$ cat src/rtl/hazard_pkg.sv
// Shared encodings and the shadow-stage record for the hazard/forwarding unit.
package hazard_pkg;

    // Operand-forwarding select encodings
    localparam logic [1:0] FWD_RF  = 2'b00;
    localparam logic [1:0] FWD_EX  = 2'b01;
    localparam logic [1:0] FWD_MEM = 2'b10;
    localparam logic [1:0] FWD_WB  = 2'b11;

    // Default positions of the flags inside the ID control word
    localparam int LOAD_BIT_DEF  = 0;
    localparam int RF_EN_BIT_DEF = 1;

    // Register-number width and the PC alias, which is never forwarded or stalled on
    localparam int         REG_W  = 4;
    localparam logic [3:0] REG_PC = 4'd15;

    // One shadow stage: valid (writes the RF), destination, load flag
    typedef struct packed {
        logic             v;
        logic [REG_W-1:0] dest;
        logic             load;
    } stage_t;

    localparam int STAGE_W = REG_W + 2;

endpackage

$ cat src/rtl/hazard_forwarding_unit_shadow_pipe.sv
// Three-stage EX/MEM/WB shadow of {valid, dest, load}; shifts every cycle.
module hazard_shadow_pipe
    import hazard_pkg::*;
(
    input  logic   clk,
    input  logic   reset_n,
    input  stage_t ex_next,
    output stage_t ex,
    output stage_t mem,
    output stage_t wb
);

    stage_t ex_r;
    stage_t mem_r;
    stage_t wb_r;

    // Shift the shadow pipeline; asynchronous reset clears every stage
    always_ff @(posedge clk or negedge reset_n) begin
        if (!reset_n) begin
            ex_r  <= '0;
            mem_r <= '0;
            wb_r  <= '0;
        end else begin
            ex_r  <= ex_next;
            mem_r <= ex_r;
            wb_r  <= mem_r;
        end
    end

    assign ex  = ex_r;
    assign mem = mem_r;
    assign wb  = wb_r;

endmodule

$ cat src/rtl/hazard_forwarding_unit.sv
// Load-use stall, branch flush and EX operand forwarding for the 5-stage pipeline.
// Destination/load history comes from a private shadow pipeline, so no taps
// from later stages are required.
module hazard_forwarding_unit
    import hazard_pkg::*;
#(
    parameter int CTRL_W    = 23,
    parameter int LOAD_BIT  = LOAD_BIT_DEF,
    parameter int RF_EN_BIT = RF_EN_BIT_DEF,
    parameter int CNT_W     = 16
) (
    input  logic              clk,
    input  logic              reset_n,
    input  logic [CTRL_W-1:0] id_ctrl,
    input  logic [3:0]        id_rn,
    input  logic [3:0]        id_rm,
    input  logic [3:0]        id_rd,
    input  logic              id_use_rn,
    input  logic              id_use_rm,
    input  logic              id_use_rd,
    input  logic [3:0]        id_dest,
    input  logic              branch_taken,
    output logic              nop_signal,
    output logic              pc_le,
    output logic              if_id_le,
    output logic              if_id_flush,
    output logic [1:0]        fwd_a,
    output logic [1:0]        fwd_b,
    output logic [1:0]        fwd_c,
    output logic [CNT_W-1:0]  stall_count
);

    localparam logic [CNT_W-1:0] CNT_MAX = {CNT_W{1'b1}};
    localparam logic [CNT_W-1:0] CNT_ONE = {{(CNT_W-1){1'b0}}, 1'b1};

    stage_t           ex_s;
    stage_t           mem_s;
    stage_t           wb_s;
    stage_t           ex_next_s;
    logic             stall_s;
    logic [CNT_W-1:0] stall_cnt_r;
    logic             unused_bits_s;

    // Stage holds a live write to r; R15 never matches
    function automatic logic stage_match(input stage_t s, input logic [3:0] r);
        return s.v && (s.dest == r) && (r != REG_PC);
    endfunction

    // Youngest producer wins: EX, then MEM, then WB, else register file
    function automatic logic [1:0] fwd_sel(input logic use_r, input logic [3:0] r,
                                           input stage_t ex, input stage_t mem,
                                           input stage_t wb);
        logic [1:0] sel;
        if (!use_r) begin
            sel = FWD_RF;
        end else if (stage_match(ex, r)) begin
            sel = FWD_EX;
        end else if (stage_match(mem, r)) begin
            sel = FWD_MEM;
        end else if (stage_match(wb, r)) begin
            sel = FWD_WB;
        end else begin
            sel = FWD_RF;
        end
        return sel;
    endfunction

    hazard_shadow_pipe u_shadow (
        .clk     (clk),
        .reset_n (reset_n),
        .ex_next (ex_next_s),
        .ex      (ex_s),
        .mem     (mem_s),
        .wb      (wb_s)
    );

    // Detect a load in EX feeding any read operand of the ID instruction
    always_comb begin
        stall_s = 1'b0;
        if (ex_s.load) begin
            stall_s = (stage_match(ex_s, id_rn) && id_use_rn) ||
                      (stage_match(ex_s, id_rm) && id_use_rm) ||
                      (stage_match(ex_s, id_rd) && id_use_rd);
        end else begin
            stall_s = 1'b0;
        end
    end

    // Pipeline control: a stall freezes PC/IF-ID and bubbles ID/EX; it also masks the flush
    always_comb begin
        nop_signal  = stall_s;
        pc_le       = !stall_s;
        if_id_le    = !stall_s;
        if_id_flush = branch_taken && !stall_s;
    end

    // Operand selects are always computed by the same rule, stalled or not
    always_comb begin
        fwd_a = fwd_sel(id_use_rn, id_rn, ex_s, mem_s, wb_s);
        fwd_b = fwd_sel(id_use_rm, id_rm, ex_s, mem_s, wb_s);
        fwd_c = fwd_sel(id_use_rd, id_rd, ex_s, mem_s, wb_s);
    end

    // Next EX shadow entry: the bubble clears it, which ends a stall after one cycle
    always_comb begin
        ex_next_s = '0;
        if (stall_s) begin
            ex_next_s = '0;
        end else begin
            ex_next_s.v    = id_ctrl[RF_EN_BIT];
            ex_next_s.dest = id_dest;
            ex_next_s.load = id_ctrl[LOAD_BIT];
        end
    end

    // Saturating count of stalled cycles
    always_ff @(posedge clk or negedge reset_n) begin
        if (!reset_n) begin
            stall_cnt_r <= '0;
        end else if (stall_s && (stall_cnt_r != CNT_MAX)) begin
            stall_cnt_r <= stall_cnt_r + CNT_ONE;
        end else begin
            stall_cnt_r <= stall_cnt_r;
        end
    end

    assign stall_count = stall_cnt_r;

    // Control-word bits and late-stage load flags that this unit does not consume
    assign unused_bits_s = ^{id_ctrl, mem_s.load, wb_s.load};

endmodule
$ cat config.mk
export PLATFORM = sky130hd
export DESIGN_NAME = hazard_forwarding_unit
export DESIGN_NICKNAME = d
export VERILOG_FILES = /design/src/rtl/hazard_pkg.sv /design/src/rtl/hazard_forwarding_unit_shadow_pipe.sv /design/src/rtl/hazard_forwarding_unit.sv
export SDC_FILE = /design/constraint.sdc
export NUM_CORES = 1
export LEC_CHECK = 0
export BUFFER_PORTS_ARGS = -buffer_cell sky130_fd_sc_hd__buf_4
export CELL_PAD_IN_SITES_DETAIL_PLACEMENT = 1
export CELL_PAD_IN_SITES_GLOBAL_PLACEMENT = 1
export CORE_UTILIZATION = 30
export DETAILED_ROUTE_END_ITERATION = 12
export PLACE_DENSITY = 0.75
export SETUP_SLACK_MARGIN = 0.3
export SLEW_MARGIN = 0
export SYNTH_ARGS = -nofsm -noshare
export SYNTH_HDL_FRONTEND = slang
export SYNTH_SLANG_ARGS = --single-unit
$ cat constraint.sdc
create_clock -name clk -period 2 [get_ports clk]
set_clock_uncertainty 0.15 [all_clocks]
set_input_delay 0.2 -clock clk [delete_from_list [all_inputs] [get_ports clk]]
set_output_delay 0.2 -clock clk [all_outputs]
set_load 0.02 [all_outputs]
==> results.cfg, run 1 <==
[clock_network]
cts_buffers = 5
cts.htree.levels = 2
cts_root_buf = clkbuf_8
cts_buffer_depth = 2
clock_latency_ns = 0.29
cts_sinks = 32
path_clk_slew_ns = 0.07
cts_tree = built

[pwr]
ir_worst_vdd_v = 0.0003345
p_comb_share_pct = 24.0
clkPwrFrac_pct = 33.8
seqPwrFrac_pct = 42.2
cellLeakagePower_uw = 0.001341
p_switching_uw = 516.5
p_per_area_nw_per_um2 = 590.3
power.internal_uw = 1295
sw_frac_of_total_pct = 28.52

[drt]
drt_iter0_markers = 80
via_count = 1835
drt-wirelength-per-cell_um = 17.72
dr.pass1.iters = 4
antenna_left = 0
wl_um = 6310
drc_errors = 0
viasPerCell = 5.154

[yosys]
synth_edf_count = 0
synth_fp_nets = 239
postSynth.asyncResetShare_pct = 100.0
yosysWarnings = 0
syn-cell-area_sq_um = 1924
synth.yosys.seq_area_share_pct = 41.61
synthCells = 193
syn_avg_cell_area_sq_um = 9.971
synth_cell_type_count = 38
synth_top_flop_cell = dfrtp_1
ys_ff_latch = 32

[sta]
min_period_ns = 2.260
rsz0062_at_grt = yes
setup_tns_ns = -2.729
drv_slew = 0
max_slew.worst_pin.slew_ns = 0.4239
final-setup-viol-count = 26
setup_ws_ns = -0.2605
hold_viol_final = 0
whs_ns = 0.2508
fmax_ghz = 0.4424
timing.final.crit_share_pct = 113.0
slew_headroom_pct = 71.74

[grt]
first_global_vias = 1947
gr-total-overflow = 0
grt_pass1_wl_um = 9618
track_usage_pct = 19.30
grt_max_degree = 33
antenna_found_initial = 0

[die]
die_w_um = 82.09
core_area_sq_um = 6061
die_h_um = 82.09
ios = 71
initial_utilization_pct = 31.75
num_rows = 28
die_area_sq_um = 6739

[critical_path]
critPathRequiredTime_ns = 1.65
slowest_delay_ns = 0.44
crit_path_cell_trace = xor2_1, nor3_2, and4_4, o31ai_4, buf_6, and2_4, buf_6
path_max_fanout = 5
crit_arrival_ns = 1.91
critPathMostFrequentCell = buf_6
critical_path_class = flip-flop to primary output
slowest_stage = dfrtp_1
end_kind = primary output
worstSetupStartpointType = flip-flop
reg2reg_depth = 8

[run_status]
outcome = finished with violations
violations = setup timing

[placement]
place_area_sq_um = 2549
place_congestion = 0.7914
portBuffers = 49
dp_hpwl_um = 4097
dpl_worst_slack_ns = -0.3071

[final_layout]
areaGrowthSynthToFinish_pct = 59.43
drive_gt1_share_pct = 55.52
final_nets = 326
num-fill-cells = 674
antenna_cells = 0
design_area_sq_um = 3068
final_util_pct = 50.62

[run]
cap_violations = 0

[worst_hold_path]
min_path_type = input pin to asynchronous set/reset pin
worst max-delay path, delay by kind of cell, from the launching register on:
kind	cells	cell delay, ns
AND/OR/NAND/NOR	3	0.66
flip-flops	1	0.44
buffers and inverters	2	0.27
XOR/XNOR	1	0.19
AO/OA/AOI/OAI	1	0.07
flip-flops by register name (all words and copies together), names as in the netlist:
| signal | cells |
|---|---|
| stall_count | 16 |
| u_shadow.ex | 6 |
| u_shadow.mem | 5 |
| u_shadow.wb | 5 |
cells by family after synthesis:
kind of cell    count (synthesis)  synth area share [%]
simple gates                   84                 26.14
xor+xnor                       41                 18.66
flops                          32                 41.61
compound gates                 22                 7.998
buf+inv                        12                 4.356
mux                             1                0.5851
fa+ha+maj                       1                0.6501
metrics by stage:
step,power [uW],std cells
after detailed placement,1137,328
after global routing,1888,356
after CTS,1793,355
after floorplan,957.1,193
final,1811,356
after global placement,1117,328
synthesized netlist by cell type, types with 3 or more instances:
| master | count | area share [%] |
|---|---|---|
| a21oi_1 | 5 | 1.3 |
| dfrtp_1 | 32 | 42 |
| nor2b_1 | 7 | 2.3 |
| buf_6 | 4 | 2.3 |
| nor3_1 | 6 | 1.6 |
| nand3_1 | 16 | 4.2 |
| or3_1 | 3 | 0.98 |
| nand4_1 | 12 | 3.9 |
| o21ai_0 | 6 | 1.6 |
| xnor2_1 | 20 | 9.1 |
| nor2_1 | 14 | 2.7 |
| buf_2 | 4 | 1.0 |
| xor2_1 | 21 | 9.6 |
| and2_1 | 8 | 2.6 |
| nand2_1 | 5 | 0.98 |
worst paths after layout:
| path | from | slack (ns) | endpoint |
|---|---|---|---|
| worst max register to register | u_shadow.ex[1]$_DFF_PN0_ | -0.23 | stall_count[1]$_DFFE_PN0P_ |
| worst min register to register | u_shadow.ex[4]$_DFF_PN0_ | 0.32 | u_shadow.mem[4]$_DFF_PN0_ |
| min in group clk | u_shadow.ex[4]$_DFF_PN0_ | 0.32 | u_shadow.mem[4]$_DFF_PN0_ |
| worst min-delay path | reset_n | 0.25 | stall_count[13]$_DFFE_PN0P_ |
| worst max-delay path | u_shadow.ex[1]$_DFF_PN0_ | -0.26 | if_id_flush |
| max in group asynchronous | reset_n | 1.12 | u_shadow.mem[2]$_DFF_PN0_ |
layer usage:
layer	global-route usage [%]	vias to the layer above	routed length [um]
met1	23.38	921	2638
met4	7.719	0	111
met5	0	-	0
li1	-	855	-
met2	33.64	49	3313
met3	3.516	10	247
layout by cell type (no fill, tap or decap), types with 5 or more instances in the layout:
master,Yosys,layout
a21oi_2,1,5
nor2b_1,7,5
xnor2_1,20,15
nand4_1,12,12
xor2_1,21,20
nor2_1,14,8
dlygate4sd3_1,0,7
xnor2_2,0,5
buf_6,4,14
dfrtp_2,0,17
clkbuf_8,0,5
nand3_1,16,16
dfrtp_1,32,15
and2_4,0,7
nand2_1,5,5
buf_4,1,70
power groups by stage:
stage          sequential (uW)  combinational (uW)  clock, uW
2_1_floorplan              782                 175          0
3_3_place_gp               770                 346          0
3_5_place_dp               774                 363          0
4_1_cts                    761                 411        622
5_1_grt                    771                 471        646
6_report                   764                 434        613
area by class of cell:
type	count	area (sq um)	share of cell area, %
inverters	1	3.754	0.1223
clock inverters	2	35.03	1.142
multi-input cells	149	1287	41.97
repair buffers	91	753.2	24.55
clock buffers	6	72.57	2.365
flip-flops and latches	32	822.0	26.79
well taps	75	93.84	3.059
timing repair:
item | in CTS | in global routing
hold buffers | 7 | 0
pin swaps | 28 | 17
resized for setup | 41 | 21
buffers inserted | 12 | 1
gates cloned | 0 | 0
hold endpoints to repair | 38 | 0
endpoints found under the setup margin | 32 | 32
(Power assumes the default switching activity.)
==> inputs of run 2 (changes only) <==
ABC_AREA = 1   (was default)
PLACE_DENSITY = 0.77   (was 0.75)
==> results.cfg, run 2 <==
[run_status]
outcome = finished with violations
violations = setup timing

[pwr]
ir_worst_vdd_v = 0.0002756
cellLeakagePower_uw = 0.001587
p_per_area_nw_per_um2 = 597.9

[clock_network]
path_clk_slew_ns = 0.07
cts_root_buf = clkbuf_8
cts_buffers = 5
cts_sinks = 32
cts_buffer_depth = 2
cts_tree = built
clock_latency_ns = 0.29
cts.htree.levels = 2

[yosys]
syn_avg_cell_area_sq_um = 7.064
postSynth.asyncResetShare_pct = 100.0
synth_common_cells = nand2_1, inv_1, nor2_1
ys_ff_latch = 32
synth_top_flop_cell = dfrtp_1
synthTopCellsByArea = dfrtp_1, nand2_1, inv_1
synth_edf_count = 0
yosysMostFrequentCell = nand2_1
synthCells = 305
syn-cell-area_sq_um = 2155
synth_fp_nets = 351
synth_top_area_share_pct = 37.17
yosysWarnings = 0
synth_cell_type_count = 30
synth_area_leader_cell = dfrtp_1
synth.yosys.seq_area_share_pct = 37.17

[final_layout]
num-fill-cells = 865
multiInputGateArea_sq_um = 1329
final_nets = 433
design_area_sq_um = 3202
instances_no_fill = 484
layout_common_cells = nand2_1, buf_4, inv_1
antenna_cells = 0
regArea_sq_um = 814.5
drive_gt1_share_pct = 37.89
areaGrowthSynthToFinish_pct = 48.61
final_util_pct = 46.61
layout_commonest_cell = nand2_1
largest_reg_flops = 16

[grt]
track_usage_pct = 20.17
first_global_vias = 2476
gr-total-overflow = 0
grt_pass1_wl_um = 11700
grt_max_degree = 33
antenna_found_initial = 0

[sta]
slew_headroom_pct = 63.79
final-setup-viol-count = 22
whs_ns = 0.2439
timing.final.crit_share_pct = 109.4
min_period_ns = 2.189
max_slew.worst_pin.slew_ns = 0.5431
rsz0062_at_grt = yes
setup_ws_ns = -0.1889
drv_slew = 0
hold_viol_final = 0
setup_tns_ns = -2.372
fmax_ghz = 0.4568

[die]
die_h_um = 86.75
core_area_sq_um = 6869
initial_utilization_pct = 31.37
die_w_um = 86.75
die_area_sq_um = 7525
num_rows = 30
ios = 71

[placement]
place_congestion = 0.8220
place_area_sq_um = 2681
portBuffers = 49
place_inst = 449
dp_hpwl_um = 4986

[drt]
drt-wirelength-per-cell_um = 15.56
drc_errors = 0
via_count = 2395
antenna_left = 0
wl_um = 7531
viasPerCell = 4.948
drt_iter0_markers = 117
dr.pass1.iters = 4

[critical_path]
slowest_stage = dfrtp_2
worstSetupStartpointType = flip-flop
crit_arrival_ns = 1.84
critical_path.top_delay_family = simple AND/OR/NAND/NOR gates
slowest_delay_ns = 0.49
crit_path_cell_trace = buf_6, xor2_1, nor2_1, nand4_1, nand3_2, nand2_4, inv_4, nor2_4, buf_6
cp.buffers_inverters = 3
critPathRequiredTime_ns = 1.65
critPathMostFrequentCell = buf_6
critical_path_class = flip-flop to primary output
end_kind = primary output
path_max_fanout = 5

[worst_hold_path]
min_path_type = input pin to asynchronous set/reset pin

[run]
cap_violations = 0
==> run 2: changes by cell type after synthesis, moves of 3 or more <==
cell,before,now
a21oi_1,5,13
and2_1,8,0
buf_6,4,1
inv_1,1,41
nand2_1,5,95
nand3_1,16,8
nand4_1,12,21
nor2_1,14,35
nor2b_1,7,0
nor3_1,6,1
o22ai_1,0,6
or3_1,3,0
xnor2_1,20,7
xor2_1,21,14
==> run 2: where the power goes <==
part	internal, uW	switching [uW]	total [uW]
registers	701	86.8	787
logic	231	270	501
clock network	368	258	626
==> run 2: cell type report <==
| class | instances | area share (%) |
|---|---|---|
| Clock buffer | 5 | 2.149 |
| Clock inverter | 3 | 1.329 |
| Inverter | 43 | 5.119 |
| Multi-Input combinational cell | 225 | 41.50 |
| Sequential cell | 32 | 25.44 |
| Tap cell | 96 | 3.751 |
| Timing Repair Buffer | 80 | 20.71 |
==> run 2: kinds of logic (layout without fill, tap and decap cells) <==
logic type      after synthesis  in the layout  share of synthesized area (%)
compound gates               30             30                          8.072
simple gates                172            173                          36.47
xor+xnor                     21             21                          8.537
buf+inv                      49            131                          9.175
flops                        32             32                          37.17
fa+ha+maj                     1              1                         0.5806
==> run 2: layer usage <==
layer	track usage (%)	share of wire, %	vias to the layer above	routed length [um]
met5	0	0	-	0
met4	7.273	1.8	0	132
met3	3.238	4.1	12	307
met2	34.99	51	56	3827
met1	25.31	43	1180	3264
li1	-	-	1147	-
==> run 2: path summary, 6_finish.rpt <==
path / slack [ns] / start / cells after the start / end
max: -0.19 / u_shadow.ex[3]$_DFF_PN0_ / 9 / if_id_flush
min: 0.24 / reset_n / 2 / stall_count[4]$_DFFE_PN0P_
max reg2reg: -0.17 / u_shadow.ex[3]$_DFF_PN0_ / 10 / stall_count[6]$_DFFE_PN0P_
min reg2reg: 0.29 / u_shadow.mem[5]$_DFF_PN0_ / 0 / u_shadow.wb[5]$_DFF_PN0_
max in group asynchronous: 1.12 / reset_n / 2 / u_shadow.wb[3]$_DFF_PN0_
min in group clk: 0.29 / u_shadow.mem[5]$_DFF_PN0_ / 0 / u_shadow.wb[5]$_DFF_PN0_
==> run 2: metrics by stage <==
| stage | power (uW) | setup WS [ns] |
|---|---|---|
| finish | 1914 | -0.1889 |
| CTS | 1877 | -0.1340 |
| floorplan | 1002 | 0.2712 |
| global route | 2008 | -0.3042 |
| detailed placement | 1192 | -0.005576 |
| global placement | 1173 | 0.05190 |
==> run 2: timing repair <==
action	in CTS	in global routing
pin swaps	18	17
setup buffers	9	10
endpoints found under the hold margin	38	0
setup endpoints to repair	32	32
hold buffers	7	0
gates cloned	0	1
resized for setup	38	30
==> run 2: worst register-to-register path: stages, from the launching register on <==
cell and delay [ns]:
dfrtp_2 0.49, buf_6 0.14, xor2_1 0.15, nor2_1 0.13
nand4_1 0.17, nand3_2 0.14, buf_4 0.13, buf_6 0.11
nand3_2 0.24, nand2_2 0.15, nand2_1 0.06
==> inputs of run 3 (changes only) <==
--- a/config.mk
+++ b/config.mk
@@ -9,7 +9,5 @@
 export BUFFER_PORTS_ARGS = -buffer_cell sky130_fd_sc_hd__buf_4
-export CELL_PAD_IN_SITES_DETAIL_PLACEMENT = 1
-export CELL_PAD_IN_SITES_GLOBAL_PLACEMENT = 1
-export CORE_UTILIZATION = 30
+export CORE_UTILIZATION = 35
 export DETAILED_ROUTE_END_ITERATION = 12
-export PLACE_DENSITY = 0.77
+export PLACE_DENSITY = 0.66
 export SETUP_SLACK_MARGIN = 0.3
==> constraint.sdc (replaced) <==
create_clock -name clk -period 2 [get_ports clk]
set_clock_uncertainty 0.15 [all_clocks]
set_input_delay 0.4 -clock clk [delete_from_list [all_inputs] [get_ports clk]]
set_output_delay 0.4 -clock clk [all_outputs]
set_load 0.02 [all_outputs]
==> results.cfg, run 3 (synthesis results as in run 2) <==
[drt]
antenna_left = 0
viasPerCell = 4.943
dr.pass1.iters = 4
drt-wirelength-per-cell_um = 13.11
wl_um = 6383
via_count = 2407
drc_errors = 0
drt_iter0_markers = 139

[placement]
place_inst = 449
portBuffers = 49
dp_hpwl_um = 4243
place_congestion = 0.8858

[critical_path]
crit_path_cell_trace = buf_4, a21oi_4, nand2_2, nor2_4, nand3_4, nand3_4, nand2_8, inv_8, nor2_4, buf_6
r2r-start = u_shadow.ex[2]$_DFF_PN0_
rrSetupSlack_ns = -0.23
cp.buffers_inverters = 3
critPathRequiredTime_ns = 1.45
end_kind = primary output
reg2reg_depth = 14
reg2reg_to = stall_count[12]$_DFFE_PN0P_
worstSetupStartpointType = flip-flop
critical_path_class = flip-flop to primary output
path_max_fanout = 4
crit_arrival_ns = 1.75
critical_path.top_delay_family = simple AND/OR/NAND/NOR gates
slowest_delay_ns = 0.44
slowest_stage = dfrtp_2

[die]
num_rows = 28
die_area_sq_um = 6474
core_area_sq_um = 5921
die_h_um = 80.46
die_w_um = 80.46
ios = 71
initial_utilization_pct = 36.39

[pwr]
cellLeakagePower_uw = 0.001729
sw_frac_of_total_pct = 31.15
clkPwrFrac_pct = 31.3
p_switching_uw = 608.0
seqPwrFrac_pct = 39.7
p_total_uw = 1952
p_per_area_nw_per_um2 = 565.6
ir_worst_vdd_v = 0.0003440
p_comb_share_pct = 29.0
power.internal_uw = 1344

[sta]
hold_viol_final = 0
final-setup-viol-count = 26
rsz0062_at_grt = yes
setup_ws_ns = -0.3025
slew_headroom_pct = 72.59
max_slew.worst_pin.slew_ns = 0.4112
timing.final.crit_share_pct = 115.1
min_period_ns = 2.303
fmax_ghz = 0.4343
drv_slew = 0

[final_layout]
antenna_cells = 0
layout_common_cells = buf_4, nand2_1, inv_1
layout_commonest_cell = buf_4
largest_reg_flops = 16
drive_gt1_share_pct = 43.45
final_nets = 457
areaGrowthSynthToFinish_pct = 60.16
instances_no_fill = 487

[grt]
antenna_found_initial = 0
track_usage_pct = 20.23
gr-total-overflow = 0
first_global_vias = 2171
grt_pass1_wl_um = 10090
grt_max_degree = 33

[clock_network]
cts_buffer_depth = 2
cts_buffers = 5
cts_sinks = 32
cts.htree.levels = 2
path_clk_slew_ns = 0.06
clock_latency_ns = 0.29
cts_tree = built
cts_root_buf = clkbuf_8

[run_status]
violations = setup timing
outcome = finished with violations

[run]
cap_violations = 0

[worst_hold_path]
whs_path_depth = 3
holdPathEnd = u_shadow.ex[0]$_DFF_PN0_
min_from = id_ctrl[0]
min_path_type = input pin to flip-flop
-- run 3: cell types whose count changed in the layout (fill, tap and decap cells not counted), sizes merged --
| cell | change |
|---|---|
| clkinvlp | -1 |
| buf | +30 |
| dlygate4sd3 | -6 |
| clkbuf | +1 |
-- run 3: layout make-up --
cell class,count,area [sq um]
Timing Repair Buffer,104,858.3
Clock buffer,6,72.57
Tap cell,75,93.84
Multi-Input combinational cell,225,1413
Clock inverter,2,35.03
Sequential cell,32,809.5
Inverter,43,168.9
Fill cell,506,2470
-- run 3: power by group through the flow --
| stage | clock [uW] | sequential [uW] | combinational [uW] |
|---|---|---|---|
| finish | 611 | 775 | 565 |
| global route | 652 | 784 | 619 |
| CTS | 632 | 773 | 503 |
| detailed placement | 0 | 787 | 428 |
| global placement | 0 | 785 | 421 |
| floorplan | 0 | 800 | 211 |
-- run 3: through the flow --
stage | worst slack (ns) | TNS [ns] | hold slack (ns) | area, sq um | utilization [%]
2_1_floorplan | 0.1696 | 0 | -0.04559 | 2246 | -
3_3_place_gp | -0.1170 | -0.7350 | 0.2053 | 2856 | 48.25
3_5_place_dp | -0.1255 | -1.175 | 0.2120 | 2856 | 48.25
4_1_cts | -0.3380 | -5.788 | 0.1634 | 3232 | 54.59
5_1_grt | -0.4112 | -8.924 | 0.1732 | 3451 | 58.28
6_report | -0.3025 | -5.886 | 0.1768 | 3451 | 58.28
-- run 3: per-layer routing --
layer / track usage (%) / part of all wire (%) / up-vias
li1: - / - / 1200
met4: 5.714 / 1.6 / 0
met2: 31.61 / 46 / 76
met1: 28.32 / 47 / 1118
met5: 0 / 0 / -
met3: 3.636 / 5.5 / 13
-- run 3: worst max path at each step --
stage                                        start     endpoint  cells past startpoint
after floorplan                           id_rm[1]  if_id_flush                      8
after global placement    u_shadow.ex[2]$_DFF_PN0_  if_id_flush                     10
after detailed placement                  id_rm[3]  if_id_flush                     11
after CTS                 u_shadow.ex[2]$_DFF_PN0_  if_id_flush                     10
after global routing      u_shadow.ex[2]$_DFF_PN0_  if_id_flush                     10
final                     u_shadow.ex[4]$_DFF_PN0_  if_id_flush                     10
-- run 3: worst register-to-register path, cell delays in order (launching register included) --
cell	delay [ns]
dfrtp_1	0.43
inv_2	0.09
buf_6	0.12
o21ai_1	0.14
nor2_2	0.08
nand3_4	0.11
nand3_4	0.12
buf_4	0.16
buf_6	0.10
buf_6	0.10
buf_6	0.10
buf_6	0.12
buf_8	0.15
nand4_1	0.08
nand2_1	0.07
-- run 3: repair_timing --
item	4_1_cts	5_1_grt
cloned	1	0
resized for setup	36	44
buffers inserted	19	9
hold buffers	1	0
endpoints found under the hold margin	32	0
endpoints found under the setup margin	32	32
pin swaps	21	21
